===== src/rtl/sync_fifo_pkg.sv =====
// Shared constants and helpers for the sync_fifo block.
package sync_fifo_pkg;

    localparam int unsigned DEFAULT_WIDTH      = 8;
    localparam int unsigned DEFAULT_DEPTH_LOG2 = 7;

    // Occupancy needs one extra bit so that a completely full FIFO is representable.
    function automatic int unsigned count_width(input int unsigned depth_log2);
        return depth_log2 + 1;
    endfunction

endpackage


===== src/rtl/sync_fifo_ram.sv =====
// Simple dual-port storage: synchronous write, asynchronous (distributed) read.
module sync_fifo_ram
    import sync_fifo_pkg::*;
#(
    parameter int unsigned WIDTH      = DEFAULT_WIDTH,
    parameter int unsigned DEPTH_LOG2 = DEFAULT_DEPTH_LOG2
) (
    input  logic                  clk_in,
    input  logic                  i_we,
    input  logic [DEPTH_LOG2-1:0] i_waddr,
    input  logic [WIDTH-1:0]      i_wdata,
    input  logic [DEPTH_LOG2-1:0] i_raddr,
    output logic [WIDTH-1:0]      o_rdata
);

    localparam int unsigned DEPTH = 1 << DEPTH_LOG2;

    logic [WIDTH-1:0] r_mem [DEPTH];

    // Write port; contents are intentionally left unreset.
    always_ff @(posedge clk_in) begin
        if (i_we) begin
            r_mem[i_waddr] <= i_wdata;
        end
    end

    assign o_rdata = r_mem[i_raddr];

endmodule


===== src/rtl/sync_fifo.sv =====
// First-word-fall-through synchronous FIFO with occupancy count.
// Optional sticky overflow/underflow flags are built when SYNC_FIFO_ERRFLAGS_EN is defined;
// otherwise those ports are tied low.
module sync_fifo
    import sync_fifo_pkg::*;
#(
    parameter int unsigned WIDTH      = DEFAULT_WIDTH,
    parameter int unsigned DEPTH_LOG2 = DEFAULT_DEPTH_LOG2
) (
    input  logic                               clk_in,
    input  logic                               reset_in,
    input  logic [WIDTH-1:0]                   din,
    input  logic                               wr_en,
    output logic                               full,
    output logic [WIDTH-1:0]                   dout,
    input  logic                               rd_en,
    output logic                               empty,
    output logic [count_width(DEPTH_LOG2)-1:0] data_count,
    output logic                               overflow_out,
    output logic                               underflow_out
);

    localparam int unsigned CW = count_width(DEPTH_LOG2);
    localparam logic [CW-1:0] FULL_COUNT = {1'b1, {DEPTH_LOG2{1'b0}}};

    logic [DEPTH_LOG2-1:0] r_wp;
    logic [DEPTH_LOG2-1:0] r_rp;
    logic [CW-1:0]         r_count;
    logic                  r_full;
    logic                  r_empty;

    logic                  w_we;
    logic                  w_re;
    logic [CW-1:0]         w_count_d;

    // Strobes are qualified by the registered flags, so a full FIFO prefers the read
    // and an empty FIFO prefers the write.
    assign w_we = wr_en & ~r_full;
    assign w_re = rd_en & ~r_empty;

    // Next occupancy from the qualified strobes.
    always_comb begin
        w_count_d = r_count;
        case ({w_we, w_re})
            2'b10:   w_count_d = r_count + CW'(1);
            2'b01:   w_count_d = r_count - CW'(1);
            default: w_count_d = r_count;
        endcase
    end

    // Pointers, count and flags; flags derive from the next count so they track data_count.
    always_ff @(posedge clk_in or posedge reset_in) begin
        if (reset_in) begin
            r_wp    <= '0;
            r_rp    <= '0;
            r_count <= '0;
            r_full  <= 1'b0;
            r_empty <= 1'b1;
        end else begin
            if (w_we) begin
                r_wp <= r_wp + DEPTH_LOG2'(1);
            end
            if (w_re) begin
                r_rp <= r_rp + DEPTH_LOG2'(1);
            end
            r_count <= w_count_d;
            r_full  <= (w_count_d == FULL_COUNT);
            r_empty <= (w_count_d == '0);
        end
    end

    sync_fifo_ram #(
        .WIDTH      (WIDTH),
        .DEPTH_LOG2 (DEPTH_LOG2)
    ) u_ram (
        .clk_in  (clk_in),
        .i_we    (w_we),
        .i_waddr (r_wp),
        .i_wdata (din),
        .i_raddr (r_rp),
        .o_rdata (dout)
    );

    assign full       = r_full;
    assign empty      = r_empty;
    assign data_count = r_count;

`ifdef SYNC_FIFO_ERRFLAGS_EN
    logic r_overflow;
    logic r_underflow;

    // Sticky error flags, cleared only by reset.
    always_ff @(posedge clk_in or posedge reset_in) begin
        if (reset_in) begin
            r_overflow  <= 1'b0;
            r_underflow <= 1'b0;
        end else begin
            if (wr_en & r_full) begin
                r_overflow <= 1'b1;
            end
            if (rd_en & r_empty) begin
                r_underflow <= 1'b1;
            end
        end
    end

    assign overflow_out  = r_overflow;
    assign underflow_out = r_underflow;
`else
    assign overflow_out  = 1'b0;
    assign underflow_out = 1'b0;
`endif

endmodule


===== config.mk =====
export PLATFORM = sky130hd
export DESIGN_NAME = sync_fifo
export DESIGN_NICKNAME = d
export VERILOG_FILES = /design/src/rtl/sync_fifo_pkg.sv /design/src/rtl/sync_fifo_ram.sv /design/src/rtl/sync_fifo.sv
export SDC_FILE = /design/constraint.sdc
export NUM_CORES = 1
export LEC_CHECK = 0
export BUFFER_PORTS_ARGS = -buffer_cell sky130_fd_sc_hd__buf_2
export CORE_ASPECT_RATIO = 1.1
export CORE_MARGIN = 2
export CORE_UTILIZATION = 50
export CTS_CLUSTER_SIZE = 25
export DETAILED_ROUTE_END_ITERATION = 10
export HOLD_SLACK_MARGIN = 0.08
export PLACE_DENSITY = 0.68
export SYNTH_ARGS = -nofsm -noshare
export SYNTH_HDL_FRONTEND = slang
export SYNTH_SLANG_ARGS = --single-unit

===== constraint.sdc =====
create_clock -name clk_in -period 6.1 [get_ports clk_in]
set_input_delay 0.305 -clock clk_in [delete_from_list [all_inputs] [get_ports clk_in]]
set_output_delay 0.305 -clock clk_in [all_outputs]
set_load 0.03 [all_outputs]

==> results.md <==
- Outcome: finished, final reports clean
- Clk_lat worst skew: 0.67 ns
- IO Pins: 32
- GRT overflow: 0
- Largest net degree at the start of global routing: 107
- Post-synth cell types: 66
- DRT iter0 DRCs: 2328
- Fin Hold WS: 0.0977 ns
- Vias: 20.1k
- Crit share post-route: 75.9%
- Endpoints failing setup: 0
- Post-layout nets: 2028
- Critical-path maximum fanout: between 50 and 60
- CTS tree: built
- Die width: between 200 and 300 µm
- PD cells: 436 nW/µm²
- Worst slew margin: around 17%
- Slew Limit Fails: 0
- CORE AREA: 81600 µm²
- Cts hold-fix bufs: 3
- Count leader, synth: edfxtp_1
- DP HPWL: approximately 56 mm
- Drt wl/cell: around 30 µm
- Part of the power in combinational logic: a little over a quarter
- Clock-pin transition on the worst setup and hold timing paths: 0.06 ns
- NetSw: 6.15 mW
- Number of synthesized flops with an enable pin: 1024
- Post-CTS Setup Inserts: 0
- Worst Clk Skew: 0.0203 ns
- Synth area leaders: edfxtp_1 75%, mux4_2 14%, dfrtp_1 1.4%, nor2_1 1.4%, mux2i_1 1.3%
- Leakage: 14.1 nW
- Area Overhead vs Synth: 10.9%
- Fin util: 55.8%
- Setup TNS: 0 ns
- Hold Crit Class: primary input to flip-flop
- Peak VDD IR: 0.361 mV
- Residual DRC: 0
- Layout cells sized above 1: 23.4%
- Sequential power share: between 40% and 50%
- Clk network pwr share: 30.5%
- ANT nets after route: 0
- Final instance area: approximately 46000 µm²
- Synth Warn #: 0
- TritonRoute pass-1 iters: 5
- Mean Syn Cell Area: 20.9 µm²
- Cells after DPL: 2970
- CTS Buf Count: 101
- Synth top cells by count: 1024 x edfxtp_1, 258 x mux4_2, 151 x nor2_1
- Routed vias/inst: roughly 6.4
- Worst setup path start: r_rp[4]$_DFFE_PP0P_
- Synthesized flop and latch total: around 1.0k
- Synthesized area: 41000 µm²
- Main flop type after synthesis: edfxtp_1
- CP required: 5.79 ns
- Initial Util: 50.3%
- Final Critical Period: 4.63 ns
- Initial antenna violation count: 3
- Worst Path Arrival: between 4 and 5 ns
- Die footprint: roughly 84000 µm²
- Type of the worst setup path: flip-flop to output port
- Clock Tree Root: clkbuf_16
- Rows: 110
- Global-route wire length before repair: 140 mm
- Post_cts resized: 0
- FF-to-FF Start: full$_DFF_PP0_
- Vias in the first global route: 20.5k
- Synth area leader: edfxtp_1
- Setup crit start kind: flip-flop
- Least-Margin Pin Slew: 1.24 ns
- FFs w/ async S/R, synth: 2.29%
- Maxcap violations: 0
- Clock Path Buffers: 3
- Routability cong.: 0.827
- Internal power: 13.7 mW
- RSZ-0062 raised after global routing: false
- Die H: 304 µm
- Total GRT Usage: 22.6%
- H-tree levels: 3
- Top-area cell type share of the netlist area: between 70 and 80%
- Register area share after synthesis: between 70% and 80%
- Cells after Synth: 1962
- Crit. End Element: output port
- Final Non-Filler Cells: 3156
- Cell Area, Placed: 42300 µm²
- Hold Path Origin: din[7]
- Sw Ratio: between 30% and 40%
- Port Buffer Count: 29
- ANT cells: 0
- Fin. Hold Viols: 0
- CTS Sinks: 1048
- Highest Clock Rate: 216 MHz
- Final WL: 94.5 mm
-- worst paths after layout --
check | endpoint | slack, ns | cells after the start
worst max-delay path | dout[6] | 1.47 | 6
worst min-delay path | u_ram.r_mem[110][7]$_DFFE_PP_ | 0.1 | 1
worst max register to register | u_ram.r_mem[83][6]$_DFFE_PP_ | 2.45 | 5
worst min register to register | r_wp[2]$_DFFE_PP0P_ | 0.50 | 1
max in group asynchronous | r_rp[0]$_DFFE_PP0P_ | 5.50 | 4
min in group asynchronous | data_count[0]$_DFF_PP0_ | 0.23 | 4
-- cell type report --
cell class                      count  area (µm²)
Fill cell                        6006       36100
Sequential cell                  1048       31400
Clock inverter                     55         512
Multi-Input combinational cell    787        9080
Inverter                            7        31.3
Timing Repair Buffer               67         520
Tap cell                         1064        1330
Clock buffer                      128        2680
-- critical path, stage by stage, from the launching register on --
cell and delay, ns:
dfrtp_2 1.19, and2_2 0.90, a221oi_1 0.20, o21ai_0 0.34, nand4_1 0.45, nor2_1 0.28
buf_2 0.24
-- power groups by stage --
stage                     Clock (mW)  Sequential, mW  Combinational (mW)
after floorplan                    0            8.36                3.81
after global placement             0            8.71                5.24
after detailed placement           0            8.73                5.27
after CTS                       6.14            8.58                5.29
after global routing            6.42            8.61                5.52
final                           6.06            8.58                5.23
-- per-layer routing --
metal	vias up	GRT usage [%]	share of wire, %
met5	-	0	0.0074
li1	8270	-	-
met3	176	3.55	7.2
met1	10709	30.3	38
met2	911	37.9	51
met4	2	8.13	3.3
-- state kept, by name, summed over array words and instances, names as in the netlist --
register	flops
r_rp	7
data_count	8
full	1
u_ram.r_mem	1024
r_wp	7
empty	1
-- per-stage QoR --
stage / total power [mW] / setup WS, ns
4_1_cts: 20.0 / 1.48
5_1_grt: 20.5 / 1.27
2_1_floorplan: 12.2 / 3.46
3_5_place_dp: 14.0 / 2.20
3_3_place_gp: 13.9 / 1.62
6_report: 19.9 / 1.47
-- cell usage in the layout (no fill, tap or decap), drive strengths merged, types with 3 or more instances in the layout --
cell / n
edfxtp: 1024
mux4: 258
nor2: 151
clkbuf: 128
buf: 64
mux2i: 52
o21ai: 51
a221oi: 50
nand2: 43
clkinv: 40
dfrtp: 23
a21oi: 19
a22oi: 18
xnor2: 17
nand4: 17
nor2b: 14
nand3: 14
inv: 11
o211ai: 8
bufinv: 7
nor3: 7
and2: 7
nand2b: 5
xor2: 4
ha: 4
clkinvlp: 4
and3: 4
or3: 4
a31oi: 3
a211oi: 3
dlygate4sd3: 3
-- cells by family after synthesis --
| family | Yosys count | share of synthesized area (%) |
|---|---|---|
| flip-flops | 1048 | 76.4 |
| multiplexers | 311 | 15.5 |
| AND/OR/NAND/NOR | 279 | 3.11 |
| AO/OA/AOI/OAI | 170 | 2.95 |
| buffers and inverters | 128 | 1.50 |
| XOR/XNOR | 21 | 0.448 |
| adder cells (fa/ha/maj) | 4 | 0.122 |
| other | 1 | 0.00914 |
Power figures use the tool's default switching activity.
